===== src/rtl/noc_flit_pkg.sv =====
// Shared flit field layout and transmit FSM states for the NoC network interface.
// The router-side head-flit decoder uses the same offsets.
package noc_flit_pkg;

    localparam int NOC_N    = 4;
    localparam int DEST_W   = $clog2(NOC_N);
    localparam int LEN_W    = $clog2(8 + 1);
    localparam int SEQ_W    = 8;
    localparam int DEST_LSB = 0;
    localparam int SRC_LSB  = DEST_W;
    localparam int LEN_LSB  = 2 * DEST_W;
    localparam int SEQ_LSB  = LEN_LSB + LEN_W;

    typedef enum logic [0:0] {
        IDLE = 1'b0,
        BODY = 1'b1
    } flit_state_e;

    // Offsets for blocks elaborated with a node count or body limit other than the defaults
    function automatic int src_lsb(input int dest_w);
        return dest_w;
    endfunction

    function automatic int len_lsb(input int dest_w);
        return 2 * dest_w;
    endfunction

    function automatic int seq_lsb(input int dest_w, input int len_w);
        return 2 * dest_w + len_w;
    endfunction

endpackage


===== src/rtl/flit_out_reg.sv =====
// Valid/ready output holding register: the payload stays stable while the
// consumer stalls, and a new flit may be loaded only when slot_free is high.
module flit_out_reg #(
    parameter int WIDTH = 16
) (
    input  logic             clk,
    input  logic             rst,
    input  logic             load,
    input  logic [WIDTH-1:0] load_flit,
    input  logic             load_tail,
    input  logic             out_ready,
    output logic             slot_free,
    output logic             out_valid,
    output logic [WIDTH-1:0] out_flit,
    output logic             out_tail
);

    logic             valid_r;
    logic [WIDTH-1:0] flit_r;
    logic             tail_r;

    // Holding register: load wins, otherwise a consumed flit drops valid
    always_ff @(posedge clk) begin
        if (rst) begin
            valid_r <= 1'b0;
            flit_r  <= {WIDTH{1'b0}};
            tail_r  <= 1'b0;
        end else if (load) begin
            valid_r <= 1'b1;
            flit_r  <= load_flit;
            tail_r  <= load_tail;
        end else if (out_ready) begin
            valid_r <= 1'b0;
        end
    end

    assign slot_free = ~valid_r | out_ready;
    assign out_valid = valid_r;
    assign out_flit  = flit_r;
    assign out_tail  = tail_r;

endmodule


===== src/rtl/head_flit_encoder.sv =====
// Transmit-side NI: emits a head flit (dest, source, length[, sequence]) then the body flits.
// Define HEAD_SEQ_NUM_EN to carry an 8-bit per-node packet sequence number in the head flit.
module head_flit_encoder
    import noc_flit_pkg::*;
#(
    parameter int N           = 4,
    parameter int INDEX       = 1,
    parameter int DATA_WIDTH  = 8,
    parameter int PhitPerFlit = 2,
    parameter int MAX_BODY    = 8
) (
    input  logic                                clk,
    input  logic                                rst,
    input  logic                                cmd_valid,
    output logic                                cmd_ready,
    input  logic [$clog2(N)-1:0]                cmd_dest,
    input  logic [$clog2(MAX_BODY+1)-1:0]       cmd_len,
    input  logic                                pl_valid,
    output logic                                pl_ready,
    input  logic [PhitPerFlit*DATA_WIDTH-1:0]   pl_data,
    output logic                                out_valid,
    input  logic                                out_ready,
    output logic [PhitPerFlit*DATA_WIDTH-1:0]   out_flit,
    output logic                                out_tail,
    output logic                                err_len
);

    localparam int DEST_WIDTH = $clog2(N);
    localparam int LEN_WIDTH  = $clog2(MAX_BODY + 1);
    localparam int FLIT_W     = PhitPerFlit * DATA_WIDTH;
    localparam int SRC_OFS    = src_lsb(DEST_WIDTH);
    localparam int LEN_OFS    = len_lsb(DEST_WIDTH);
    localparam int SEQ_OFS    = seq_lsb(DEST_WIDTH, LEN_WIDTH);

    localparam logic [LEN_WIDTH-1:0] MAX_LEN  = LEN_WIDTH'(MAX_BODY);
    localparam logic [LEN_WIDTH-1:0] LEN_ONE  = {{(LEN_WIDTH-1){1'b0}}, 1'b1};
    localparam logic [LEN_WIDTH-1:0] LEN_ZERO = {LEN_WIDTH{1'b0}};

    generate
        if (2 * DEST_WIDTH + LEN_WIDTH > FLIT_W) begin : g_head_too_wide
            $error("head_flit_encoder: dest/src/len fields do not fit in the flit");
        end
    endgenerate

    flit_state_e          state_r, state_nxt_s;
    logic [LEN_WIDTH-1:0] remaining_r, remaining_nxt_s;
    logic [LEN_WIDTH-1:0] eff_len_s;
    logic                 len_over_s;
    logic                 err_len_r;
    logic [FLIT_W-1:0]    head_s;
    logic [FLIT_W-1:0]    load_flit_s;
    logic                 load_s;
    logic                 load_tail_s;
    logic                 slot_free_s;
    logic                 cmd_ready_s;
    logic                 pl_ready_s;
    logic                 cmd_acc_s;

`ifdef HEAD_SEQ_NUM_EN
    logic [SEQ_W-1:0] seq_r;

    generate
        if (SEQ_OFS + SEQ_W > FLIT_W) begin : g_seq_too_wide
            $error("head_flit_encoder: sequence field does not fit in the flit");
        end
    endgenerate

    // Per-node packet sequence number, advanced on every accepted command
    always_ff @(posedge clk) begin
        if (rst) begin
            seq_r <= 8'd0;
        end else if (cmd_acc_s) begin
            seq_r <= seq_r + 8'd1;
        end
    end
`endif

    // Oversized lengths saturate; the head carries the length actually sent
    always_comb begin
        len_over_s = (cmd_len > MAX_LEN);
        if (len_over_s) begin
            eff_len_s = MAX_LEN;
        end else begin
            eff_len_s = cmd_len;
        end
    end

    // Head flit assembly; bits above the populated fields stay zero
    always_comb begin
        head_s                             = {FLIT_W{1'b0}};
        head_s[DEST_LSB +: DEST_WIDTH]     = cmd_dest;
        head_s[SRC_OFS  +: DEST_WIDTH]     = DEST_WIDTH'(INDEX);
        head_s[LEN_OFS  +: LEN_WIDTH]      = eff_len_s;
`ifdef HEAD_SEQ_NUM_EN
        head_s[SEQ_OFS  +: SEQ_W]          = seq_r;
`endif
    end

    // Next-state, handshake and output-load decode
    always_comb begin
        state_nxt_s     = state_r;
        remaining_nxt_s = remaining_r;
        cmd_ready_s     = 1'b0;
        pl_ready_s      = 1'b0;
        cmd_acc_s       = 1'b0;
        load_s          = 1'b0;
        load_flit_s     = {FLIT_W{1'b0}};
        load_tail_s     = 1'b0;
        case (state_r)
            IDLE: begin
                // rst gating keeps both readies low during the reset cycle itself
                cmd_ready_s = slot_free_s & ~rst;
                if (cmd_valid & cmd_ready_s) begin
                    cmd_acc_s       = 1'b1;
                    load_s          = 1'b1;
                    load_flit_s     = head_s;
                    remaining_nxt_s = eff_len_s;
                    if (eff_len_s != LEN_ZERO) begin
                        state_nxt_s = BODY;
                        load_tail_s = 1'b0;
                    end else begin
                        state_nxt_s = IDLE;
                        load_tail_s = 1'b1;
                    end
                end else begin
                    state_nxt_s = IDLE;
                end
            end
            BODY: begin
                pl_ready_s = slot_free_s & ~rst;
                if (pl_valid & pl_ready_s) begin
                    load_s          = 1'b1;
                    load_flit_s     = pl_data;
                    remaining_nxt_s = remaining_r - LEN_ONE;
                    if (remaining_r == LEN_ONE) begin
                        load_tail_s = 1'b1;
                        state_nxt_s = IDLE;
                    end else begin
                        load_tail_s = 1'b0;
                        state_nxt_s = BODY;
                    end
                end else begin
                    state_nxt_s = BODY;
                end
            end
            default: begin
                state_nxt_s     = IDLE;
                remaining_nxt_s = LEN_ZERO;
            end
        endcase
    end

    // FSM state and remaining body-flit count
    always_ff @(posedge clk) begin
        if (rst) begin
            state_r     <= IDLE;
            remaining_r <= LEN_ZERO;
        end else begin
            state_r     <= state_nxt_s;
            remaining_r <= remaining_nxt_s;
        end
    end

    // Sticky oversize-length flag, cleared only by rst
    always_ff @(posedge clk) begin
        if (rst) begin
            err_len_r <= 1'b0;
        end else if (cmd_acc_s & len_over_s) begin
            err_len_r <= 1'b1;
        end
    end

    flit_out_reg #(
        .WIDTH(FLIT_W)
    ) u_out_reg (
        .clk       (clk),
        .rst       (rst),
        .load      (load_s),
        .load_flit (load_flit_s),
        .load_tail (load_tail_s),
        .out_ready (out_ready),
        .slot_free (slot_free_s),
        .out_valid (out_valid),
        .out_flit  (out_flit),
        .out_tail  (out_tail)
    );

    assign cmd_ready = cmd_ready_s;
    assign pl_ready  = pl_ready_s;
    assign err_len   = err_len_r;

endmodule


===== config.mk =====
export PLATFORM = sky130hd
export DESIGN_NAME = head_flit_encoder
export DESIGN_NICKNAME = d
export VERILOG_FILES = /design/src/rtl/noc_flit_pkg.sv /design/src/rtl/flit_out_reg.sv /design/src/rtl/head_flit_encoder.sv
export SDC_FILE = /design/constraint.sdc
export NUM_CORES = 1
export LEC_CHECK = 0
export CORE_MARGIN = 4
export CORE_UTILIZATION = 43
export CTS_CLUSTER_SIZE = 10
export DETAILED_ROUTE_END_ITERATION = 12
export GPL_TIMING_DRIVEN = 0
export PLACE_DENSITY = 0.83
export SYNTH_ARGS = -nofsm -noshare
export SYNTH_HDL_FRONTEND = slang
export SYNTH_SLANG_ARGS = --single-unit

===== constraint.sdc =====
create_clock -name clk -period 2.8 [get_ports clk]
set_input_delay 0.56 -clock clk [delete_from_list [all_inputs] [get_ports clk]]
set_output_delay 0.56 -clock clk [all_outputs]
set_load 0.02 [all_outputs]

# Word-level counts from Yosys, hierarchy flattened
# Index checks and enable logic that the tools add are counted.
# Widths: inputs -> output; s select.
[word_totals]
ff_bits = 24
latch_bits = 0
ram_bits = 0
mem_bits_ro = 0
elab_cells = 47
memories = 0
[op_classes]
addsub = 1
multipliers = 0
div = 0
magnitude_cmp = 1
n_eq_ne = 3
shift = 0
n_mux = 25
bitwise = 8
reduce_logical = 3
[ops]
columns = ["cell", "count"]
rows = [
  ["$pmux 16 s2", 1],
  ["$mux 16", 1],
  ["$mux 1", 15],
  ["$mux 4", 3],
  ["$mux 8", 1],
  ["$pmux 4 s2", 1],
  ["$pmux 1 s2", 3],
  ["$and 1x1->1", 4],
  ["$eq 4x1->1 const B", 1],
  ["$gt 4x4->1 const B", 1],
  ["$reduce_bool 4->1", 1],
  ["$sub 4x1->4 const B", 1],
  ["$not 1->1", 3],
  ["$ne 2x1->1 const B", 1],
  ["$ne 2x2->1 const B", 1],
  ["$reduce_and 2->1", 1],
  ["$reduce_bool 2->1", 1],
  ["$or 1x1->1", 1],
]

# Logic depth before layout (Yosys ltp)
[logic_depth]
depth_word = 7
mapped_depth = 5
mapped_depth_nobuf = 5

# By module
# Synthesis repeated with hierarchy kept, for this count alone.
[hier_totals]
cells_unflattened = 132
hier_area_um2 = 1265.0
[modules_own_cells]
columns = ["mod", "instances", "cells_per_inst", "area_per_inst_um2"]
rows = [
  ["flit_out_reg", 1, 59, 650.6],
  ["head_flit_encoder", 1, 73, 614.3],
]

# Worst setup path after synthesis
# No wires, ideal clock.
[synth_path]
path_type = "in2out"
start = "input rst"
end = "output cmd_ready"
arrival_time_ns = 1.428
t_required_ns = 2.240
path_slack_ns = 0.812
cell_stages = 3
cell_sequence = "buf_2 -> clkbuf_1 -> nor3_1"
[synth_via]
elab_chain_cells = 3
[synth_rtl]
columns = ["element", "line_no", "text"]
rows = [
  ["from (decl)", "head_flit_encoder.sv:13", "input logic rst,"],
  ["$not 1->1", "head_flit_encoder.sv:112", "cmd_ready_s = slot_free_s & ~rst;"],
  ["$and 1x1->1", "head_flit_encoder.sv:112", ""],
  ["$mux 1", "head_flit_encoder.sv:109", "case (state_r)"],
  ["to (decl)", "head_flit_encoder.sv:15", "output logic cmd_ready,"],
]
# No other way between the ends.

# Final worst setup path
[layout_path]
start = "input out_ready"
end = "output pl_ready"
[layout_via]
elab_chain_cells = 3
[layout_rtl]
columns = ["element", "line_no", "text"]
rows = [
  ["from (decl)", "head_flit_encoder.sv:22", "input logic out_ready,"],
  ["$or 1x1->1", "flit_out_reg.sv:37", "assign slot_free = ~valid_r | out_ready;"],
  ["$and 1x1->1", "head_flit_encoder.sv:130", "pl_ready_s = slot_free_s & ~rst;"],
  ["$mux 1", "head_flit_encoder.sv:109", ""],
  ["to (decl)", "head_flit_encoder.sv:19", "output logic pl_ready,"],
]
# No other way between the ends.

==> summary.txt <==
Global routing
  • Vias in the first global route: 1024
  • GRT Util Overall: about a fifth
  • Grt ovf: 0
  • Largest net degree at the start of global routing: 14
  • First-pass GRT wire length: 4840 um
  • Antenna violations before repair: 0

Die
  • Row count: 17
  • Width of the die: 56.7 um
  • Initial Util: 45.7%
  • I/O pins: 48
  • Die area: 3220 um^2
  • Core footprint: about 2200 um^2
  • Die Span Y: 56.7 um

Worst setup path
  • Most used cell, CP: clkdlybuf4s50_1
  • Critical Path RT: approximately 2.2 ns
  • Worst setup path start: out_ready
  • Critical path, cell by cell: clkdlybuf4s50_1, nor2b_1, nor3_1, clkdlybuf4s50_1
  • Worst Setup End Kind: output pin
  • Critical Path Slowest Stage Cell: clkdlybuf4s50_1
  • Crit start category: input pin
  • Crit path max fanout: 6
  • Critical path class: in2out
  • CP arrival: 2.08 ns
  • CP peak stage delay: 0.57 ns
  • Crit Reg-Reg Startpoint: state_r

Drt
  • Antenna-violating nets left: 0
  • Routed vias/inst: between 5 and 6
  • Vias: between 1000 and 1500
  • Wire per inst: 16.6 um
  • DRT Pass-1 Iters: 4
  • 1st-iter DRT viols: 33
  • Post-Route WL: about 3000 um
  • Number of remaining DRC errors: 0

Timing
  • Hold Fails Final Rpt: 0
  • Rel. slew slack: 66.9%
  • Slew @ Worst Pin: around 0.49 ns
  • Fmax: roughly 380 MHz
  • Clk_skew: 0.00597 ns
  • Setup TNS: 0 ns
  • Slew Limit Fails: 0
  • Shortest period the worst path allows: around 2.6 ns
  • Post-route clock period utilization: 94.2%
  • RSZ-0062 raised after global routing: false
  • Setup violation total in the final timing report: 0

Synth
  • Synth area leader: dfxtp_1
  • Synth top area share: 47.1%
  • Synth area leaders: dfxtp_1 47%, a22o_1 7.7%, a21oi_1 3.4%, a221o_1 2.9%, nor2_1 2.9%
  • EDFF count, synth: 0
  • Netlist Area Pre-Place: 1020 um^2
  • Most frequent cell after synthesis: dfxtp_1
  • Top_reg_cell synth: dfxtp_1
  • Post-Syn Area per Cell: 9.82 um^2
  • Post-synthesis sequential area ratio: 47.1%
  • Synth Warn #: 0
  • FF+latch count, synth: 24
  • Syn_nets: 133
  • Most frequent cells after synthesis: 24 x dfxtp_1, 9 x a22o_1, 8 x nor2_1, 7 x a21oi_1, 6 x inv_1
  • Distinct cell type count after synthesis: 32
  • Synth Instances: 104
  • Async SR Flop Fraction: 0%

Clocking
  • CTS root buf: clkbuf_4
  • Reg clk slew, reported paths: 0.14 ns
  • Post-CTS Setup Bufs: 0
  • Worst-skew pair later-pin latency: between 0.3 and 0.4 ns
  • Clk buf depth: 2
  • Post-CTS resize count: 0
  • Hold-fix buffers at CTS: 0
  • Clk sinks: 24
  • Num CTS Buffers: 3
  • CTS tree: built
  • H-tree depth: 1

Power
  • P_leak: 0.587 nW
  • Tot Pwr: 0.749 mW
  • VDD IR-drop max: 0.435 mV
  • Power Density: 482 nW/um^2

Run
  • Maxcap violations: 0

Final layout
  • Final instance area: 1550 um^2
  • Area Overhead vs Synth: 52.1%
  • Filler cells: between 150 and 200
  • Nets@finish: 184
  • Layout cell share with drive strength beyond 1: under 10%
  • ANT cells: 0

Min path
  • Worst Hold Launch: u_out_reg.out_flit[1]
  • Worst hold path class: reg2reg

Placed design
  • HPWL Detailed: 2350 um
  • Port bufs: 46
  • DP Area: 1520 um^2
  • Global placement routability congestion: between 0.8 and 0.9

Status
  • Status: finished clean
critical path, delay by kind of cell:
family | cells | cell delay [ns]
buf+inv | 2 | 0.99
simple gates | 2 | 0.54
report_power, final:
group          total (mW)  internal, mW  switching (mW)
clock               0.195        0.0798           0.115
sequential          0.374         0.362          0.0117
combinational       0.180        0.0926          0.0878
per-stage QoR:
| stage | hold WS (ns) | util, % | worst slack (ns) | cells |
|---|---|---|---|---|
| 2_1_floorplan | 0.467 | - | 0.812 | 104 |
| 3_3_place_gp | 0.437 | 67.9 | 0.163 | 178 |
| 3_5_place_dp | 0.448 | 67.9 | 0.176 | 178 |
| 4_1_cts | 0.466 | 69.5 | 0.165 | 182 |
| 5_1_grt | 0.486 | 69.5 | 0.0432 | 182 |
| 6_report | 0.471 | 69.5 | 0.161 | 182 |
worst paths after layout:
path                            to  slack (ns)  cells past startpoint
max                       pl_ready        0.16                      4
min          u_out_reg.out_flit[1]        0.47                      2
max reg2reg  u_out_reg.out_flit[6]        1.19                      5
min reg2reg  u_out_reg.out_flit[1]        0.47                      2
cell type report:
type                    count  area [um^2]  area share, %
inverters                   7         28.8           1.85
flip-flops and latches     24          480           30.9
well taps                  28         35.0           2.26
plain buffers               6         36.3           2.34
clock buffers               4         36.3           2.34
repair buffers             46          460           29.7
multi-input cells          67          475           30.6
cells in the final DEF, fill, tap and decap left out, drive strengths merged, types with 2 or more instances in the layout:
cell type       n
o32ai           2
a21oi           7
mux2i           2
dfxtp          24
a221oi          3
nand2           4
a211oi          3
a221o           3
clkbuf          5
or3             3
nor3b           2
inv             7
nor3            5
a22o            9
nor2            8
ha              2
clkdlybuf4s50  46
buf             5
a22oi           2
cells by family (layout without fill, tap and decap cells):
kind of cell               count (synthesis)  after routing  synth area share (%)
AOI/OAI and AO/OA                         34             34                  25.9
adders and majority gates                  2              2                  2.45
buffers and inverters                     13             63                  6.37
DFF                                       24             24                  47.1
muxes                                      2              2                  1.96
and+or+nand+nor                           29             29                  16.3
registers in the layout (all words and copies together) (netlist names):
name,cells
state_r,1
remaining_r,4
u_out_reg.out_flit,16
err_len,1
u_out_reg.out_valid,1
u_out_reg.out_tail,1
layer usage:
layer  vias up  part of all wire [%]  GRT usage [%]
met5         -                     0              0
met4         0                   1.9           8.47
met3         7                   7.7           5.52
met2        44                    50           34.2
met1       485                    40           21.4
li1        489                     -              -
Power figures use the tool's default switching activity.
